==> src/rtl/prog_loader_pkg.sv <==
// Shared types and widths for the boot-time program loader.
// The optional CSUM state exists only when PROG_LOADER_CHECKSUM_EN is defined.
package prog_loader_pkg;

    localparam int BYTE_W    = 8;
    localparam int WORD_W    = 32;
    localparam int HDR_BYTES = 2;

    typedef enum logic [2:0] {
        ST_IDLE   = 3'd0,
        ST_LEN_HI = 3'd1,
        ST_LEN_LO = 3'd2,
        ST_DATA   = 3'd3,
`ifdef PROG_LOADER_CHECKSUM_EN
        ST_CSUM   = 3'd4,
`endif
        ST_DONE   = 3'd5,
        ST_ERR    = 3'd6
    } state_t;

endpackage

==> src/rtl/prog_loader_byte_packer.sv <==
// Packs big-endian bytes into 32-bit words; word_done marks the 4th byte of each word.
// The completed word is presented combinationally so the caller can capture it on that same edge.
module byte_packer
    import prog_loader_pkg::*;
(
    input  logic              clk,
    input  logic              reset,
    input  logic              byte_en,
    input  logic [BYTE_W-1:0] byte_in,
    output logic [WORD_W-1:0] word,
    output logic              word_done
);

    logic [1:0]               cnt_q;
    logic [WORD_W-BYTE_W-1:0] asm_q;

    always_ff @(posedge clk or negedge reset) begin
        if (!reset) begin
            cnt_q <= '0;
            asm_q <= '0;
        end else if (byte_en) begin
            cnt_q <= cnt_q + 2'd1;
            asm_q <= {asm_q[WORD_W-2*BYTE_W-1:0], byte_in};
        end
    end

    assign word      = {asm_q, byte_in};
    assign word_done = byte_en && (cnt_q == 2'd3);

endmodule

==> src/rtl/prog_loader.sv <==
// Streams a length-prefixed program into instruction memory and holds the core in reset until done.
// Define PROG_LOADER_CHECKSUM_EN to require a trailing XOR checksum byte.
//
// state   | meaning
// IDLE    | one cycle after reset release
// LEN_HI  | waiting for word count MSB
// LEN_LO  | waiting for word count LSB, range check
// DATA    | receiving instruction bytes
// CSUM    | waiting for checksum byte (checksum builds only)
// DONE    | program loaded, core released
// ERR     | load aborted, core held
module prog_loader
    import prog_loader_pkg::*;
#(
    parameter logic [31:0] BASE_ADDR = 32'h0000_0000,
    parameter int          MAX_WORDS = 256
) (
    input  logic              clk,
    input  logic              reset,
    input  logic              rx_valid,
    input  logic [BYTE_W-1:0] rx_data,
    output logic              rx_ready,
    output logic              imem_we,
    output logic [31:0]       imem_addr,
    output logic [WORD_W-1:0] imem_wdata,
    output logic              cpu_reset,
    output logic              load_done,
    output logic              load_err
);

    localparam logic [16:0] MAX_LEN = 17'(MAX_WORDS);
`ifdef PROG_LOADER_CHECKSUM_EN
    localparam state_t ST_FINAL = ST_CSUM;
`else
    localparam state_t ST_FINAL = ST_DONE;
`endif

    state_t                      state_q, state_d;
    logic [HDR_BYTES*BYTE_W-1:0] len_q;
    logic [15:0]                 len_rx;
    logic [15:0]                 idx_q;
    logic                        accept, byte_en, word_done;
    logic [WORD_W-1:0]           word;

    assign accept  = rx_valid && rx_ready;
    assign byte_en = accept && (state_q == ST_DATA);
    assign len_rx  = {len_q[15:8], rx_data};

    byte_packer u_packer (
        .clk       (clk),
        .reset     (reset),
        .byte_en   (byte_en),
        .byte_in   (rx_data),
        .word      (word),
        .word_done (word_done)
    );

`ifdef PROG_LOADER_CHECKSUM_EN
    logic [BYTE_W-1:0] csum_q;

    always_ff @(posedge clk or negedge reset) begin
        if (!reset)
            csum_q <= '0;
        else if (byte_en)
            csum_q <= csum_q ^ rx_data;
    end
`endif

    always_comb begin
        state_d   = state_q;
        rx_ready  = 1'b0;
        cpu_reset = 1'b1;
        load_done = 1'b0;
        load_err  = 1'b0;
        case (state_q)
            ST_IDLE:   state_d = ST_LEN_HI;
            ST_LEN_HI: begin
                rx_ready = 1'b1;
                if (rx_valid) state_d = ST_LEN_LO;
            end
            ST_LEN_LO: begin
                rx_ready = 1'b1;
                if (rx_valid) begin
                    if ({1'b0, len_rx} > MAX_LEN) state_d = ST_ERR;
                    else if (len_rx == 16'd0)     state_d = ST_FINAL;
                    else                          state_d = ST_DATA;
                end
            end
            ST_DATA: begin
                rx_ready = 1'b1;
                if (word_done && (idx_q == len_q - 16'd1)) state_d = ST_FINAL;
            end
`ifdef PROG_LOADER_CHECKSUM_EN
            ST_CSUM: begin
                rx_ready = 1'b1;
                if (rx_valid) state_d = (rx_data == csum_q) ? ST_DONE : ST_ERR;
            end
`endif
            ST_DONE: begin
                cpu_reset = 1'b0;
                load_done = 1'b1;
            end
            ST_ERR:  load_err = 1'b1;
            default: state_d  = ST_IDLE;
        endcase
    end

    // The write register is loaded on the 4th-byte edge, so a byte arriving during the strobe cannot disturb it.
    always_ff @(posedge clk or negedge reset) begin
        if (!reset) begin
            state_q    <= ST_IDLE;
            len_q      <= '0;
            idx_q      <= '0;
            imem_we    <= 1'b0;
            imem_addr  <= '0;
            imem_wdata <= '0;
        end else begin
            state_q <= state_d;
            imem_we <= word_done;
            if (accept && (state_q == ST_LEN_HI)) len_q <= {rx_data, 8'h00};
            if (accept && (state_q == ST_LEN_LO)) len_q <= len_rx;
            if (word_done) begin
                imem_wdata <= word;
                imem_addr  <= BASE_ADDR + {14'd0, idx_q, 2'b00};
                idx_q      <= idx_q + 16'd1;
            end
        end
    end

endmodule
==> config.mk <==
export PLATFORM = sky130hd
export DESIGN_NAME = prog_loader
export DESIGN_NICKNAME = d
export VERILOG_FILES = /design/src/rtl/prog_loader_pkg.sv /design/src/rtl/prog_loader_byte_packer.sv /design/src/rtl/prog_loader.sv
export SDC_FILE = /design/constraint.sdc
export NUM_CORES = 1
export LEC_CHECK = 0
export ABC_AREA = 1
export CAP_MARGIN = 15
export CORE_MARGIN = 2
export CORE_UTILIZATION = 54
export DETAILED_ROUTE_END_ITERATION = 10
export PLACE_DENSITY = 0.91
export SYNTH_ARGS = -nofsm -noshare
export SYNTH_HDL_FRONTEND = slang
export SYNTH_SLANG_ARGS = --single-unit
==> constraint.sdc <==
create_clock -name clk -period 2.4 [get_ports clk]
set_input_delay 0.72 -clock clk [delete_from_list [all_inputs] [get_ports clk]]
set_output_delay 0.72 -clock clk [all_outputs]
set_load 0.01 [all_outputs]
# [After elaboration in Yosys (flattened, before gate mapping)]
# Index checks and enable logic that the tools add are counted.
[classes] add_sub_neg=3 n_lt_le_gt_ge=1 eq_ne=10 n_mux=12 bitwise=2 reduce_logical=13
[ops] operator="$add 16x1->16 const B" n=1
[ops] operator="$eq 16x16->1" n=1
[ops] operator="$gt 16x9->1 const B" n=1
[ops] operator="$logic_not 16->1" n=1
[ops] operator="$mux 8" n=2
[ops] operator="$sub 16x1->16 const B" n=1
[ops] operator="$mux 3" n=5
[ops] operator="$pmux 3 s5" n=1
[ops] operator="$eq 3x2->1 const B" n=2
[ops] operator="$eq 3x3->1 const B" n=2
[ops] operator="$logic_and 1x1->1" n=6
[ops] operator="$mux 1" n=4
[ops] operator="$ne 2x2->1 const B" n=2
[ops] operator="$reduce_and 4->1" n=1
[ops] operator="$eq 3x1->1 const B" n=1
[ops] operator="$logic_not 3->1" n=1
[ops] operator="$reduce_or 3->1" n=1
[ops] operator="$add 2x1->2 const B" n=1
[ops] operator="$eq 2x2->1 const B" n=1
[ops] operator="$ne 2x1->1 const B" n=1
[ops] operator="$not 1->1" n=2
[ops] operator="$reduce_and 2->1" n=1
[ops] operator="$reduce_bool 2->1" n=1
[ops] operator="$reduce_or 2->1" n=1
[word_totals] register_bits=110 input_bits=11 out_inout_bits=69

# [Depth between registers and ports, before layout]
# Gate-level depths: netlist of run 1.
[depth] ltp_word=9 ltp_mapped=15 depth_no_buf=15

# [Modules after synthesis]
# A second synthesis of run 1 with hierarchy kept.
[unflattened] cells_unflattened=641 area_unflattened_um2=5246.3
[modules_own_cells] module="prog_loader" instances=1 cells_each=519 area_each_um2=4139.0 seq_area_each_um2=2102.0
[modules_own_cells] module="byte_packer" instances=1 cells_each=122 area_each_um2=1107.3 seq_area_each_um2=650.6

# [Worst setup path after synthesis of run 1]
# No wires, ideal clock.
[synth_timing] kind="input to register" from="input rx_valid" to="register state_q[1]" setup_ns=0.117 arrival_ns=1.622 path_slack_ns=0.661 path_stages=11 path_cell_list="nand4_2 > nor2_4 > nand2_1 > nor2_1 > nand3_1 > nor2_1 > nand3_1 > nand2_2 > nand2_1 > nand2_1 > nand2_1"
[synth_between] elab_chain_len=6
[synth_rtl] item="start, declared" line="prog_loader.sv:20" source="input logic rx_valid,"
[synth_rtl] item="$logic_and 1x1->1" line="prog_loader.sv:45" source="assign accept = rx_valid && rx_ready;"
[synth_rtl] item="$logic_and 1x1->1" line="prog_loader.sv:46" source="assign byte_en = accept && (state_q == ST_DATA);"
[synth_rtl] item="$logic_and 1x1->1" line="prog_loader_byte_packer.sv:28" source="assign word_done = byte_en && (cnt_q == 2'd3);"
[synth_rtl] item="$logic_and 1x1->1" line="prog_loader.sv:91" source="if (word_done && (idx_q == len_q - 16'd1)) state_d = ST_FINAL;"
[synth_rtl] item="$ne 2x1->1 (no line)"
[synth_rtl] item="$reduce_and 4->1 (no line) (*)"
[synth_rtl] item="end signal, assigned" line="prog_loader.sv:118" source="state_q <= state_d;"
[synth_rtl] item="end, declared" line="prog_loader.sv:38" source="state_t state_q, state_d;"
# Mark *: on every way between the ends. The rest lies on a longest branch, timed or not.
# A chain may end at the register's enable or synchronous reset.

# [Worst setup path after layout of run 1]
[layout_timing] from="register state_q[1]" to="output cpu_reset"
[layout_between] elab_chain_len=2
[layout_rtl] item="$eq 3x3->1" line="prog_loader.sv:75" source="case (state_q)"
[layout_rtl] item="$mux 1" line="prog_loader.sv:75"
[layout_rtl] item="end, declared" line="prog_loader.sv:26" source="output logic cpu_reset,"
# Every way passes these cells.

==> reports/metrics.cfg, run 1 <==
[global_routing]
grt_max_degree=58
grt_pass1_vias=4298
antenna_found_initial=0
grtUsageTotal_pct=25.9
grt.overflow.total=0
grt_first_pass_wirelength_mm=20.6

[floorplanning]
initial_core_util_pct=55.2
dieWidth_um=101
die_h_um=101
rows=35
design.portCount=80
dieArea_um2=10200
coreArea_um2=9200

[clock_network]
cts_root_buffer=clkbuf_8
clock_path_buffers=2
cts_sinks=110
clk_pin_slew_ns=0.11
hold_buffers=0
cts_buffers=9
cts_tree=done
clock_latency_ns=0.39
htree_levels=3

[power_and_ir_drop]
vdd_drop_max_mv=0.694
internal-power_w=0.00401
p_clk_share_pct=18.9
leakage_nw=3.09
p_seq_share_pct=43.1
power_switching_share_pct=38.9
p_switching_w=0.00255
p_per_area_nw_per_um2=1070
pwr-share-comb_pct=38.0
power_w=0.00656

[timing]
rsz0062_at_grt=false
skew_ns=0.0123
max_clock_freq_mhz=449
min_period_over_period_pct=92.8
period_minus_slack_ns=2.23
setup-violations-final=0
hold_violations=0
drv_slew=0

[synth]
synth_top_area_share_pct=54.2
avgSynthCellArea_um2=8.60
synth_top_cell_by_area=dfrtp_1
ys_ff_latch=110
yosysUniqueCellTypes=32
ys_top_cells_by_area=dfrtp_1 54%, nand2_1 13%, o21ai_0 7.2%, inv_1 4.2%, xor2_1 3.5%
synth_cells=590
yosysSeqAreaShare_pct=54.2
synth_area_um2=5080
yosysWarnings=0

[routing]
vias_per_cell=5.43
wirelength_mm=12.1
num_vias=4237
drt-initial-drc-count=316
route.detailed.drc=0
wl_per_cell_um=15.5
first_pass_iters=5
ant_nets=0

[critical_path]
reg2reg_depth=13
rrSetupSlack_ns=0.29
r2r_start=len_q[0]
cp-end-kind=primary output
startpoint_type=flop
required_ns=1.68
arrival_ns=1.51
path_class=flop to primary output
rr_endpoint=state_q[0]
crit_fanout=5

[place]
dp.cells=761
dpl.hpwl_mm=8.46
io_buffers=63
gp_congestion=0.913

[min_path]
min_path_type=primary input to async pin

[layout]
final_cell_mix=178 x nand2_1, 109 x dfrtp_1, 73 x o21ai_0, 58 x clkdlybuf4s50_1, 55 x inv_1
fin_nets=679
n_antenna_cell=0
layout_commonest_cell=nand2_1
fill_cells=718
post_route_cells_drive_above_1_share_pct=9.10
syn2layout_area_growth_pct=20.4
fin_cells=781

[outcome]
outcome=complete, no violations

[run]
maxCapViolCount=0

layout make-up:
class	count	area (um^2)	share of cell area (%)
clock buffers	10	138	2.25
clock inverters	6	85.1	1.39
inverters	59	221	3.62
multi-input cells	402	1960	32.1
flip-flops and latches	110	2750	45.1
well taps	111	139	2.27
repair buffers	83	815	13.3
worst max-delay path by stage:
stage          startpoint         end  slack, ns  cells after the start
6_report       state_q[1]   cpu_reset       0.17                      5
5_1_grt          len_q[0]  state_q[0]       0.05                     13
4_1_cts        state_q[1]    rx_ready       0.06                      4
3_5_place_dp     rx_valid  state_q[1]      -0.04                     12
3_3_place_gp     rx_valid  state_q[0]       0.03                     12
2_1_floorplan    rx_valid  state_q[1]       0.66                     11
stage by stage:
stage / utilization (%) / hold slack (ns) / worst slack [ns] / cell area [um^2] / setup TNS (ns)
detailed placement: 63.7 / 0.459 / -0.0407 / 5860 / -0.0653
CTS: 66.4 / 0.277 / 0.0624 / 6110 / 0
finish: 66.4 / 0.259 / 0.174 / 6110 / 0
floorplan: - / 0.424 / 0.661 / 5130 / 0
global placement: 63.7 / 0.458 / 0.0301 / 5860 / 0
global route: 66.4 / 0.292 / 0.0537 / 6110 / 0
power by group through the flow:
stage                     clock (W)  sequential [W]  combinational, W
after floorplan                   0         0.00283           0.00143
after global placement            0         0.00282           0.00226
after detailed placement          0         0.00285           0.00240
after CTS                   0.00124         0.00281           0.00248
after global routing        0.00132         0.00288           0.00281
final                       0.00124         0.00283           0.00250
worst max-delay path, stage by stage (launching register included):
cell	delay, ns
dfrtp_2	0.45
nor2_2	0.16
inv_2	0.08
nor2_1	0.11
inv_1	0.04
dlygate4sd2_1	0.28
cell usage after synthesis, drive strengths merged:
master  number
conb         1
nand2      182
inv         59
a22o         1
dfrtp      110
nor3         6
buf         24
xnor2       10
ha           3
o22ai        7
nor2        45
clkbuf      10
nand3b       3
o21ai       76
nand4        5
xor2        20
and2         2
a21oi        1
nand3       22
o211ai       1
a31oi        2
registers in the layout (all words and copies together), names as in the netlist:
name and cells:
idx_q 16, imem_addr 16, imem_wdata 32, imem_we 1, len_q 16, state_q 3, u_packer.asm_q 24, u_packer.cnt_q 2
kinds of logic after synthesis:
family | after synthesis | share of synthesized area [%]
adder cells (fa/ha/maj) | 3 | 0.740
XOR/XNOR | 30 | 5.18
AO/OA/AOI/OAI | 88 | 9.02
AND/OR/NAND/NOR | 265 | 22.4
other | 1 | 0.0739
buffers and inverters | 93 | 8.33
flip-flops | 110 | 54.2
layer usage:
metal	part of all wire, %	global-route usage (%)	vias to the layer above	wire, um
met4	3.1	13.2	0	372
met3	6.0	4.02	37	728
met2	48	40.2	167	5850
met1	42	35.6	2058	5130
met5	0	0	-	0
li1	-	-	1975	-
repair_timing:
item                       4_1_cts  5_1_grt
setup endpoints to repair        4        1
buffers inserted                 4        0
gates resized for setup          7        1
No activity file was read; power rests on OpenSTA's default activity.
==> run 2: changes to the inputs <==
--- a/config.mk
+++ b/config.mk
@@ -10,6 +10,7 @@
 export CORE_MARGIN = 2
 export CORE_UTILIZATION = 54
 export DETAILED_ROUTE_END_ITERATION = 10
+export GPL_ROUTABILITY_DRIVEN = 0
 export PLACE_DENSITY = 0.91
 export SYNTH_ARGS = -nofsm -noshare
 export SYNTH_HDL_FRONTEND = slang
==> reports/metrics.cfg, run 2 (synthesis gave the netlist of run 1 again) <==
[outcome]
outcome=complete, no violations

[global_routing]
grt_max_degree=54
antenna_found_initial=0
grt_pass1_vias=4049
grtUsageTotal_pct=23.9
grt_first_pass_wirelength_mm=19.1
grt.overflow.total=0

[critical_path]
crit_fanout=5
path_class=flop to primary output
required_ns=1.68
cp-end-kind=primary output
startpoint_type=flop
arrival_ns=1.49

[layout]
multi_input_area_um2=1960
seq_area_um2=2750
layout_commonest_cell=nand2_1
fin_nets=678
n_antenna_cell=0
final_cell_mix=178 x nand2_1, 109 x dfrtp_1, 73 x o21ai_0, 58 x clkdlybuf4s50_1, 56 x inv_1
largestRegisters=imem_wdata: 32 flops, u_packer.asm_q: 24 flops
post_route_cells_drive_above_1_share_pct=8.82
fill_cells=697
top_register=imem_wdata
fin_cells=780
syn2layout_area_growth_pct=19.8
largest_reg_flops=32

[floorplanning]
design.portCount=80
dieWidth_um=101
dieArea_um2=10200
coreArea_um2=9200
die_h_um=101
rows=35
initial_core_util_pct=55.2

[clock_network]
clk_pin_slew_ns=0.10
clock_path_buffers=2
cts_buffers=9
clock_latency_ns=0.37
hold_buffers=0
cts_tree=done
htree_levels=3
cts_root_buffer=clkbuf_8
cts_sinks=110

[routing]
route.detailed.drc=0
ant_nets=0
vias_per_cell=5.38
drt-initial-drc-count=378
num_vias=4200
first_pass_iters=6
wl_per_cell_um=14.5
wirelength_mm=11.3

[timing]
min_period_over_period_pct=92.2
finalWorstSetupSlack_ns=0.186
max_clock_freq_mhz=452
period_minus_slack_ns=2.21
fin_tns_setup_ns=0
drv_slew=0
setup-violations-final=0
skew_ns=0.0109
hold_violations=0
rsz0062_at_grt=false

[power_and_ir_drop]
internal-power_w=0.00402
pwr-share-comb_pct=37.9
power_switching_share_pct=37.9
leakage_nw=3.09
p_per_area_nw_per_um2=1060
p_switching_w=0.00245
vdd_drop_max_mv=0.575
p_clk_share_pct=18.7
p_seq_share_pct=43.5

[run]
maxCapViolCount=0

[place]
dp_slack_ns=-0.0172
dp.cells=762
io_buffers=63
dpl.hpwl_mm=8.24

[min_path]
min_path_type=primary input to async pin

run 2: changes by cell type in the layout (fill, tap and decap cells not counted), sizes merged:
cell / before / now
clkbuf: 10 / 11
clkinvlp: 1 / 0
clkinv: 1 / 2
inv: 62 / 61
buf: 21 / 20
run 2: worst paths after layout:
kind                                    start            endpoint  cells after the start  slack (ns)
worst min-delay path                    reset  u_packer.asm_q[10]                      1        0.28
worst min register to register  imem_wdata[9]       imem_wdata[9]                      2        0.48
max in group asynchronous               reset  u_packer.asm_q[18]                      2        1.46
worst max register to register       len_q[0]          state_q[0]                     13        0.29
min in group clk                imem_wdata[9]       imem_wdata[9]                      2        0.48
worst max-delay path               state_q[1]           cpu_reset                      5        0.19
run 2: what timing repair did:
action | CTS | global route
pin swaps | 0 | 0
cloned | 0 | 0
endpoints found under the setup margin | 4 | 1
setup buffers | 2 | 0
resized for setup | 6 | 1
run 2: metal layers:
layer	routed length (um)	track usage, %
met5	0	0
met4	248	10.3
met3	666	2.77
met2	5530	39.2
met1	4870	32.4
run 2: final cells by class:
cell class	instances	share of cell area, %
clock buffer	11	2.49
clock inverter	5	1.23
inverter	59	3.64
multi-input combinational	402	32.2
sequential	110	45.3
tap	111	2.28
timing repair buffer	82	12.9
run 2: through the flow:
step	utilization, %	power, W	cell area (um^2)	hold WS, ns
finish	66.1	0.00647	6080	0.283
global route	66.1	0.00693	6080	0.304
floorplan	-	0.00426	5130	0.424
global placement	63.5	0.00507	5840	0.458
detailed placement	63.5	0.00522	5840	0.457
CTS	66.1	0.00648	6080	0.292
run 2: critical path, stage by stage (launching register included):
cell and delay [ns]:
dfrtp_2 0.45, nor2_2 0.14, inv_1 0.10, nor2_1 0.12, inv_1 0.05, dlygate4sd2_1 0.28
run 2: power by group through the flow:
stage               sequential [W]  combinational [W]  clock, W
global route               0.00288            0.00273   0.00131
global placement           0.00281            0.00226         0
detailed placement         0.00284            0.00238         0
CTS                        0.00281            0.00244   0.00124
finish                     0.00281            0.00245   0.00121
floorplan                  0.00283            0.00143         0
